[config.mk]
export PLATFORM = sky130hd
export DESIGN_NAME = key_gen_par_flat
export DESIGN_NICKNAME = d
export VERILOG_FILES = /design/src/rtl/key_gen_par_if.sv /design/src/rtl/key_gen_par.sv /design/src/flat_wrapper.sv
export SDC_FILE = /design/constraint.sdc
export NUM_CORES = 1
export LEC_CHECK = 0
export BUFFER_PORTS_ARGS = -buffer_cell sky130_fd_sc_hd__buf_2
export CORE_ASPECT_RATIO = 0.8
export CORE_MARGIN = 2
export CORE_UTILIZATION = 56
export CTS_BUF_LIST = sky130_fd_sc_hd__clkbuf_4 sky130_fd_sc_hd__clkbuf_8 sky130_fd_sc_hd__clkbuf_16
export DETAILED_ROUTE_END_ITERATION = 10
export PLACE_DENSITY = 0.81
export SETUP_SLACK_MARGIN = 0.1
export SYNTH_ARGS = -nofsm -noshare
export SYNTH_HDL_FRONTEND = slang
export SYNTH_SLANG_ARGS = --single-unit
[constraint.sdc]
create_clock -name clk -period 3.8 [get_ports clk]
set_clock_uncertainty 0.05 [all_clocks]
set_input_delay 0.57 -clock clk [delete_from_list [all_inputs] [get_ports clk]]
set_output_delay 0.57 -clock clk [all_outputs]
set_load 0.005 [all_outputs]
[src/rtl/key_gen_par_if.sv]
// Handshake and status bundle for key_gen_par.
// Optional feature macro: KEY_GEN_PREFIX_EN adds the key_prefix signal.
interface key_gen_par_if #(
   parameter int KEY_W    = 24,
   parameter int SEARCH_W = 22,
   parameter int NUM_CH   = 4
);
   logic                       start;
   logic                       stop;
   logic [NUM_CH-1:0]          key_ready;
   logic [NUM_CH-1:0]          key_valid;
   logic [NUM_CH*KEY_W-1:0]    key_out;
   logic                       busy;
   logic                       done;
   logic                       exhausted;
   logic [SEARCH_W:0]          keys_issued;
`ifdef KEY_GEN_PREFIX_EN
   logic [KEY_W-SEARCH_W-1:0]  key_prefix;

   // Controller side: issues commands and accepts keys.
   modport master (
      output start, stop, key_ready, key_prefix,
      input  key_valid, key_out, busy, done, exhausted, keys_issued
   );

   // Generator side.
   modport slave (
      input  start, stop, key_ready, key_prefix,
      output key_valid, key_out, busy, done, exhausted, keys_issued
   );
`else
   // Controller side: issues commands and accepts keys.
   modport master (
      output start, stop, key_ready,
      input  key_valid, key_out, busy, done, exhausted, keys_issued
   );

   // Generator side.
   modport slave (
      input  start, stop, key_ready,
      output key_valid, key_out, busy, done, exhausted, keys_issued
   );
`endif
endinterface

[src/rtl/key_gen_par.sv]
// Parallel key-space sweeper. NUM_CH channels each walk an interleaved slice
// of the 2^SEARCH_W search space (channel i: i, i+NUM_CH, ...), handing keys
// out over a per-channel valid/ready handshake.
// Optional feature macro: KEY_GEN_PREFIX_EN -- when defined, the upper
// KEY_W-SEARCH_W key bits come from key_prefix sampled on an accepted start;
// otherwise they are zero.
module key_gen_par #(
   parameter int KEY_W    = 24,
   parameter int SEARCH_W = 22,
   parameter int NUM_CH   = 4
) (
   input  logic          clk,
   input  logic          reset,
   key_gen_par_if.slave  bus
);

   localparam int CNT_W = SEARCH_W + 1;
   localparam int PFX_W = KEY_W - SEARCH_W;

   typedef enum logic [1:0] {
      IDLE      = 2'd0,
      RUN       = 2'd1,
      STOPPED   = 2'd2,
      EXHAUSTED = 2'd3
   } state_t;

   state_t            state_q, state_d;
   logic [CNT_W-1:0]  cnt_q [NUM_CH];
   logic [CNT_W-1:0]  issued_q;
   logic [CNT_W-1:0]  xfer_cnt;
   logic [PFX_W-1:0]  prefix_q;
   logic [NUM_CH-1:0] valid;
   logic [NUM_CH-1:0] xfer;
   logic              all_fin;
   logic              start_ok;
   logic              busy_q, done_q, exh_q;

   // A start is only honoured outside a sweep; start+stop in RUN acts as stop.
   assign start_ok = bus.start && (state_q != RUN);

   // Per-channel handshake: a channel is finished once its counter has
   // stepped past the top of the search space (MSB of the wide counter set).
   always_comb begin
      // NOTE: every signal driven here gets a default first so no path can
      // leave it unassigned and infer a latch.
      valid    = '0;
      xfer     = '0;
      all_fin  = 1'b1;
      xfer_cnt = '0;
      for (int i = 0; i < NUM_CH; i++) begin
         valid[i] = (state_q == RUN) && !cnt_q[i][SEARCH_W];
         xfer[i]  = valid[i] && bus.key_ready[i];
         if (!cnt_q[i][SEARCH_W]) all_fin = 1'b0;
         xfer_cnt = xfer_cnt + CNT_W'(xfer[i]);
      end
   end

   // Next-state logic for the sweep controller.
   always_comb begin
      state_d = state_q;
      case (state_q)
         IDLE, STOPPED, EXHAUSTED: if (bus.start) state_d = RUN;
         RUN: begin
            if (bus.stop)     state_d = STOPPED;
            else if (all_fin) state_d = EXHAUSTED;
         end
         default: state_d = IDLE;
      endcase
   end

   // State register and registered status flags derived from the next state.
   always_ff @(posedge clk) begin
      // NOTE: sequential state is updated with non-blocking assignments so
      // every register samples pre-edge values regardless of statement order.
      if (reset) begin
         state_q <= IDLE;
         busy_q  <= 1'b0;
         done_q  <= 1'b0;
         exh_q   <= 1'b0;
      end else begin
         state_q <= state_d;
         busy_q  <= (state_d == RUN);
         done_q  <= (state_d == STOPPED) || (state_d == EXHAUSTED);
         exh_q   <= (state_d == EXHAUSTED);
      end
   end

   // Channel counters: load the channel index on start, stride by NUM_CH on
   // each accepted key.
   always_ff @(posedge clk) begin
      // NOTE: the counter array is reset explicitly because key_out must read
      // zero after reset; it is a handful of flops, not a RAM.
      if (reset) begin
         for (int i = 0; i < NUM_CH; i++) cnt_q[i] <= '0;
      end else if (start_ok) begin
         for (int i = 0; i < NUM_CH; i++) cnt_q[i] <= CNT_W'(i);
      end else begin
         for (int i = 0; i < NUM_CH; i++)
            if (xfer[i]) cnt_q[i] <= cnt_q[i] + CNT_W'(NUM_CH);
      end
   end

   // Accepted-key count for the current sweep; includes a transfer that
   // coincides with stop.
   always_ff @(posedge clk) begin
      if (reset)         issued_q <= '0;
      else if (start_ok) issued_q <= '0;
      else               issued_q <= issued_q + xfer_cnt;
   end

`ifdef KEY_GEN_PREFIX_EN
   // Upper key bits are frozen for the whole sweep at the accepted start.
   always_ff @(posedge clk) begin
      if (reset)         prefix_q <= '0;
      else if (start_ok) prefix_q <= bus.key_prefix;
   end
`else
   assign prefix_q = '0;
`endif

   for (genvar g = 0; g < NUM_CH; g++) begin : g_key
      assign bus.key_out[g*KEY_W +: KEY_W] = {prefix_q, cnt_q[g][SEARCH_W-1:0]};
   end

   assign bus.key_valid   = valid;
   assign bus.busy        = busy_q;
   assign bus.done        = done_q;
   assign bus.exhausted   = exh_q;
   assign bus.keys_issued = issued_q;

endmodule

[src/flat_wrapper.sv]
// flat-port wrapper written by rule: the top's interface ports become plain ports
module key_gen_par_flat 
#(
   parameter int KEY_W    = 24,
   parameter int SEARCH_W = 22,
   parameter int NUM_CH   = 4
)
  (clk, reset, bus_start, bus_stop, bus_key_ready, bus_key_valid, bus_key_out, bus_busy, bus_done, bus_exhausted, bus_keys_issued);
  key_gen_par_if #(.KEY_W(KEY_W), .SEARCH_W(SEARCH_W), .NUM_CH(NUM_CH)) bus_i ();
  input  logic clk;
  input  logic reset;
  input wire logic [$bits(bus_i.start)-1:0] bus_start;
  input wire logic [$bits(bus_i.stop)-1:0] bus_stop;
  input wire logic [$bits(bus_i.key_ready)-1:0] bus_key_ready;
  output wire logic [$bits(bus_i.key_valid)-1:0] bus_key_valid;
  output wire logic [$bits(bus_i.key_out)-1:0] bus_key_out;
  output wire logic [$bits(bus_i.busy)-1:0] bus_busy;
  output wire logic [$bits(bus_i.done)-1:0] bus_done;
  output wire logic [$bits(bus_i.exhausted)-1:0] bus_exhausted;
  output wire logic [$bits(bus_i.keys_issued)-1:0] bus_keys_issued;
  assign bus_i.start = bus_start;
  assign bus_i.stop = bus_stop;
  assign bus_i.key_ready = bus_key_ready;
  assign bus_key_valid = bus_i.key_valid;
  assign bus_key_out = bus_i.key_out;
  assign bus_busy = bus_i.busy;
  assign bus_done = bus_i.done;
  assign bus_exhausted = bus_i.exhausted;
  assign bus_keys_issued = bus_i.keys_issued;
  key_gen_par #(.KEY_W(KEY_W), .SEARCH_W(SEARCH_W), .NUM_CH(NUM_CH)) u_core (.clk(clk), .reset(reset), .bus(bus_i));
endmodule
==> flow_summary.toml, run 1 <==
[logic_synthesis]
synthFlopType = "edfxtp_1"
syn_area_sq_um = 6510
yosys_warnings = 0
synth_edf_count = 65
synthArstFlopShare_pct = 0
syn_inst = 684
synth_cell_types = 54
avgSynthCellArea_sq_um = 9.51
ys_ff_latch = 114
ys_seq_area_share_pct = 45.1

[global_route]
antenna_found_initial = 0
grt_max_degree = 24
grt_overflow_total = 0
grt_pass1_wl_mm = 23.4
grt_pass1_vias = 4920
grt.total_usage_pct = 23.0

[timing]
finalHoldViolations = 0
min_period_ps = 3070
fmax_mhz = 325
max_slew.worst_pin.slew_ps = 1010
report.final.slew_viol_count = 0
fin_crit_sh_pct = 80.9
maxSlewHeadroom_pct = 32.8
setup_tns_ps = 0
setup_violations = 0
rsz0062_at_grt = "false"

[clock_network]
clk_path_buf_depth = 2
postCtsHoldBufs = 0
insertion_delay_ps = 400
cts_setup_buffers = 0
cts_tree = "built"
ctsHtreeMaxLevel = 4
cts_made_buffers = 17
cts_sinks = 114
cts-root-buf = "clkbuf_16"
clkSlewWorstSetupHoldPaths_ps = 50
cts-resized-gates = 0

[min_path]
hold_class = "flip-flop to flip-flop"
worstHoldStart = "u_core.cnt_q[2][1]"

[place]
gp_congestion = 0.846
dp.cells = 849
placed_area_sq_um = 6560
port_buffers = 121
hpwl_mm = 9.96

[power]
power.total_mw = 3.28
leakage_nw = 2.84
combPwrFrac_pct = 6.6
vdd_ir_drop_max_mv = 0.351
p_sw_uw = 755
cellPowerDensity_nw_per_um2 = 458
p_sw_share_pct = 23.0
internal_power_mw = 2.53
p_clk_share_pct = 49.5
pwr-share-seq_pct = 44.0

[setup_path]
end_kind = "flip-flop"
cp.arrival_ps = 3350
cp_max_fo = 9
r2r-start = "u_core.state_q[1]"
cp-start-kind = "flip-flop"
startpoint = "u_core.state_q[1]"
worstPathRequired_ps = 4080
critPathKind = "flip-flop to flip-flop"

[floorplanning]
initial_core_util_pct = 56.9
pin_count = 134
dieWidth_um = 125
die_height_um = 100
die-area_sq_um = 12500
core_area_sq_um = 11400
row_count = 35

[detailed_routing]
drt_iter0_markers = 331
drc = 0
postRouteWirelength_mm = 14.2
vias = 5111
detail-route-antenna-nets = 0
wl_per_cell_um = 16.2
viasPerCell = 5.80
drtPass1Iterations = 6

[layout]
drive_gt1_share_pct = 22.6
fin_area_sq_um = 7170
final_cells = 881
finalNetCount = 739
syn2layout_area_growth_pct = 10.2
antennaDiodeCount = 0

[outcome]
outcome = "finished, final reports clean"

[job]
drv_cap = 0
-- critical path, cell delays in order (launching register included) --
cell and delay, ps:
dfxtp_1 380, nand2b_1 150, nor2_1 50, and2_1 180
ha_1 320, fa_1 520, ha_1 190, nand3_1 190
and2_1 290, or4_1 520, a21oi_1 160
-- power groups by stage --
stage	logic, mW	registers, mW	clock network (mW)
after global placement	0.212	1.46	0
after global routing	0.243	1.45	1.71
after detailed placement	0.217	1.47	0
after CTS	0.218	1.44	1.64
final	0.216	1.44	1.62
after floorplan	0.197	1.45	0
-- metal layers --
layer | vias to the layer above | global-route usage, % | wire [um]
li1 | 2417 | - | -
met2 | 190 | 39.1 | 7000
met3 | 12 | 6.50 | 894
met1 | 2492 | 28.7 | 6180
met5 | - | 0 | 0
met4 | 0 | 7.17 | 167
-- layout make-up --
cell class,instances,area (sq um)
Tap cell,148,185
Sequential cell,114,2930
Inverter,24,90.1
Timing Repair Buffer,127,651
Multi-Input combinational cell,436,2700
Clock inverter,9,103
Clock buffer,23,505
Fill cell,964,4260
-- cells by family after synthesis --
kind of cell               count (synthesis)  synth area share (%)
AOI/OAI and AO/OA                         91                  8.63
DFF                                      114                  45.1
adders and majority gates                 11                  2.35
xor gates and xnor gates                  56                  7.54
muxes                                      4                 0.654
buffers and inverters                    145                  14.0
and+or+nand+nor                          262                  21.7
other                                      1                0.0576
-- path summary, 6_finish.rpt --
kind              slack (ps)                          to  cells past startpoint
setup / recovery         730  u_core.bus.keys_issued[17]                     10
hold / removal           430          u_core.cnt_q[2][1]                      2
setup reg to reg         730  u_core.bus.keys_issued[17]                     10
hold reg to reg          430          u_core.cnt_q[2][1]                      2
-- cells in the mapped netlist, drive strengths merged (2+ instances only) --
cell type | instances | area (sq um)
buf | 99 | 739
nor2 | 77 | 289
edfxtp | 65 | 1950
dfxtp | 49 | 981
a21oi | 38 | 190
nand2 | 32 | 120
xnor2 | 32 | 280
nand3 | 29 | 145
nand4 | 25 | 178
xor2 | 24 | 210
inv | 23 | 86.3
clkbuf | 22 | 82.6
o21ai | 18 | 90.1
or4 | 15 | 116
nor4 | 14 | 87.6
and2 | 13 | 81.3
o31ai | 13 | 97.6
or3 | 13 | 81.3
and3 | 10 | 62.6
nor3 | 10 | 50.1
ha | 9 | 113
and4 | 8 | 70.1
nand2b | 5 | 31.3
o211ai | 4 | 30.0
a211o | 3 | 26.3
o2111ai | 3 | 26.3
a211oi | 2 | 15.0
a41oi | 2 | 17.5
fa | 2 | 40.0
mux2 | 2 | 22.5
mux2i | 2 | 20.0
nand4b | 2 | 17.5
nand4bb | 2 | 22.5
nor3b | 2 | 15.0
nor4b | 2 | 17.5
or4b | 2 | 20.0
-- cell usage in the layout, fill, tap and decap left out, drive strengths merged, types with 3 or more instances in the layout --
| master | synthesis | final |
|---|---|---|
| xor2 | 24 | 24 |
| o211ai | 4 | 4 |
| nor2 | 77 | 77 |
| clkinv | 1 | 8 |
| or4 | 15 | 15 |
| conb | 1 | 12 |
| ha | 9 | 9 |
| o21ai | 18 | 18 |
| inv | 23 | 23 |
| nand4 | 25 | 25 |
| and4 | 8 | 8 |
| xnor2 | 32 | 32 |
| nand3 | 29 | 29 |
| nor4 | 14 | 14 |
| a211o | 3 | 3 |
| a21oi | 38 | 38 |
| buf | 99 | 127 |
| dfxtp | 49 | 49 |
| o2111ai | 3 | 3 |
| nand2b | 5 | 5 |
| and3 | 10 | 10 |
| and2 | 13 | 13 |
| o31ai | 13 | 13 |
| nor3 | 10 | 10 |
| or3 | 13 | 13 |
| edfxtp | 65 | 65 |
| clkbuf | 22 | 23 |
| nand2 | 32 | 32 |
-- stage by stage --
step / setup slack, ps / hold WS, ps / utilization (%)
after floorplan: 367 / 388 / -
after global placement: 711 / 400 / 57.4
after detailed placement: 610 / 409 / 57.4
after CTS: 731 / 425 / 62.7
after global routing: 511 / 464 / 62.7
final: 726 / 426 / 62.7
-- state kept, by name, indices dropped and copies added (netlist names) --
| signal | cells |
|---|---|
| u_core.bus.busy | 1 |
| u_core.cnt_q | 87 |
| u_core.state_q | 2 |
| u_core.bus.exhausted | 1 |
| u_core.bus.keys_issued | 23 |
Note: power is estimated with default switching activity, not from simulation.
==> inputs of run 2 (changes only) <==
--- a/config.mk
+++ b/config.mk
@@ -8,10 +8,10 @@
 export BUFFER_PORTS_ARGS = -buffer_cell sky130_fd_sc_hd__buf_2
 export CORE_ASPECT_RATIO = 0.8
 export CORE_MARGIN = 2
-export CORE_UTILIZATION = 56
+export CORE_UTILIZATION = 50
 export CTS_BUF_LIST = sky130_fd_sc_hd__clkbuf_4 sky130_fd_sc_hd__clkbuf_8 sky130_fd_sc_hd__clkbuf_16
 export DETAILED_ROUTE_END_ITERATION = 10
-export PLACE_DENSITY = 0.81
+export PLACE_DENSITY = 0.77
 export SETUP_SLACK_MARGIN = 0.1
 export SYNTH_ARGS = -nofsm -noshare
 export SYNTH_HDL_FRONTEND = slang
==> constraint.sdc (replaced) <==
create_clock -name clk -period 2.55 [get_ports clk]
set_clock_uncertainty 0.05 [all_clocks]
set_input_delay 0.3825 -clock clk [delete_from_list [all_inputs] [get_ports clk]]
set_output_delay 0.3825 -clock clk [all_outputs]
set_load 0.005 [all_outputs]
==> run 2 against run 1 <==
  * The flow now finishes with violations (setup timing)
  * Wire length rose by 4.6%
  * Critical path depth did not move
  * Non-clock buffer count rose by 36
  * Setup slack got worse by 1000 ps
  * Cell area rose by 6.8%
  * Count of clock-buffer cells in the layout rose by 4
  * Core utilization fell by 2.8 points
  * Power rose by 45%
  * Fmax rose by 8.8%
  * Hold slack got worse by 240 ps
  * Final cell count rose by 7.2%
  * Via count rose by 1.3%
==> flow_summary.toml, run 2 (synthesis results as in run 1) <==
[outcome]
outcome = "complete, but fails checks"
violations = "setup timing"

[power]
p_sw_share_pct = 23.5
vdd_ir_drop_max_mv = 0.468
p_clk_share_pct = 46.8
p_sw_mw = 1.12
power.total_mw = 4.77
pwr-share-seq_pct = 45.2
leakage_nw = 3.04
combPwrFrac_pct = 8.0
internal_power_mw = 3.65
cellPowerDensity_nw_per_um2 = 623

[layout]
final_cell_mix = "buf_2 (121), nor2_1 (76), edfxtp_1 (65)"
final_util_pct = 59.9
antennaDiodeCount = 0
multi_input_area_sq_um = 2900
fillers = 1076
fin_area_sq_um = 7650
syn2layout_area_growth_pct = 17.6
largest_reg_flops = 87
top_register = "u_core.cnt_q"
finalNetCount = 775
seqCellArea_sq_um = 2940
drive_gt1_share_pct = 29.5
final_common_cell = "buf_2"

[global_route]
grt_overflow_total = 0
met3_usage_pct = 6.91
grt_pass1_wl_mm = 24.1
grt_pass1_vias = 4972
met2_usage_pct = 33.8
use_met1_pct = 27.0
busiest_layer = "met2"
grt_max_degree = 43
grt.total_usage_pct = 21.6
antenna_found_initial = 0

[clock_network]
clk_path_buf_depth = 2
cts_sinks = 114
cts_made_buffers = 17
cts_tree = "built"
cts-root-buf = "clkbuf_16"
clkSlewWorstSetupHoldPaths_ps = 50
ctsHtreeMaxLevel = 4
insertion_delay_ps = 420

[place]
placed_area_sq_um = 6910
port_buffers = 121
place_ws_ps = -324
hpwl_mm = 10.4
gp_congestion = 0.843

[timing]
fmax_mhz = 354
maxSlewHeadroom_pct = 54.7
hold_slack_ps = 185
min_period_ps = 2830
setup_violations = 20
worst_slack_ps = -276
rsz0062_at_grt = "true"
fin_crit_sh_pct = 111
finalHoldViolations = 0
max_slew.worst_pin.slew_ps = 673
report.final.slew_viol_count = 0

[setup_path]
rr_endpoint = "u_core.bus.keys_issued[18]"
critPathKind = "flip-flop to flip-flop"
cp.arrival_ps = 3120
end_kind = "flip-flop"
r2r_cells = 10
reg2reg_setup_slack_ps = -280
worstPathRequired_ps = 2850
critPathCapture = "u_core.bus.keys_issued[18]"
startpoint = "u_core.cnt_q[1][22]"
r2r-start = "u_core.cnt_q[1][22]"
cp-start-kind = "flip-flop"
cp_max_fo = 7

[floorplanning]
row_count = 37
die-area_sq_um = 13900
pin_count = 134
die_height_um = 106
core_area_sq_um = 12800
initial_core_util_pct = 50.9
dieWidth_um = 132

[detailed_routing]
drt_iter0_markers = 281
viasPerCell = 5.48
detail-route-antenna-nets = 0
drtPass1Iterations = 5
wl_per_cell_um = 15.8
postRouteWirelength_mm = 14.9
vias = 5175
drc = 0

[min_path]
hold_class = "input port to flip-flop"

[job]
drv_cap = 0
[run 2: worst max-delay path: stages, from the launching register on]
cell and delay, ps:
edfxtp_1 410, nand4bb_4 240, inv_2 120, ha_4 210, fa_2 550, ha_4 140, fa_2 230, a21oi_4 70
buf_6 130, or4_4 470, a21oi_2 130
[run 2: how the worst min path moves through the flow]
| stage | from | end | slack, ps | depth (start not counted) |
|---|---|---|---|---|
| after global routing | reset | u_core.state_q[1] | 200 | 2 |
| after global placement | u_core.cnt_q[2][1] | u_core.cnt_q[2][1] | 400 | 2 |
| final | reset | u_core.state_q[1] | 190 | 2 |
| after CTS | reset | u_core.state_q[1] | 170 | 2 |
| after floorplan | u_core.cnt_q[2][1] | u_core.cnt_q[2][1] | 390 | 2 |
| after detailed placement | u_core.cnt_q[2][1] | u_core.cnt_q[2][1] | 410 | 2 |
[run 2: power groups by stage]
| stage | Sequential, mW | Clock (mW) | Combinational, mW |
|---|---|---|---|
| 3_3_place_gp | 2.18 | 0 | 0.359 |
| 6_report | 2.15 | 2.23 | 0.382 |
| 2_1_floorplan | 2.16 | 0 | 0.314 |
| 3_5_place_dp | 2.19 | 0 | 0.367 |
| 4_1_cts | 2.15 | 2.25 | 0.378 |
| 5_1_grt | 2.17 | 2.35 | 0.422 |
[run 2: timing repair]
item / CTS / global route
buffers inserted: 8 / 3
gates resized for setup: 10 / 8
cloned: 0 / 0
hold buffers: 0 / 0
endpoints found under the setup margin: 20 / 21
pin swaps: 16 / 14
[run 2: metal layers]
layer	up-vias	wire length (um)	part of all wire, %
met4	0	333	2.2
met3	25	953	6.4
met1	2489	6450	43
met5	-	0	0
met2	175	7170	48
li1	2486	-	-
[run 2: cell type report]
type	count	share of cell area (%)
clock inverters	5	0.327
repair buffers	163	12.3
well taps	175	2.86
flip-flops and latches	114	38.4
clock buffers	27	7.03
multi-input cells	436	37.9
inverters	24	1.18
[run 2: stage by stage]
| step | setup TNS, ps | std cells |
|---|---|---|
| final | -3520 | 944 |
| after global routing | -5120 | 944 |
| after CTS | -2730 | 941 |
| after detailed placement | -3200 | 901 |
| after global placement | -2190 | 901 |
| after floorplan | -3380 | 695 |
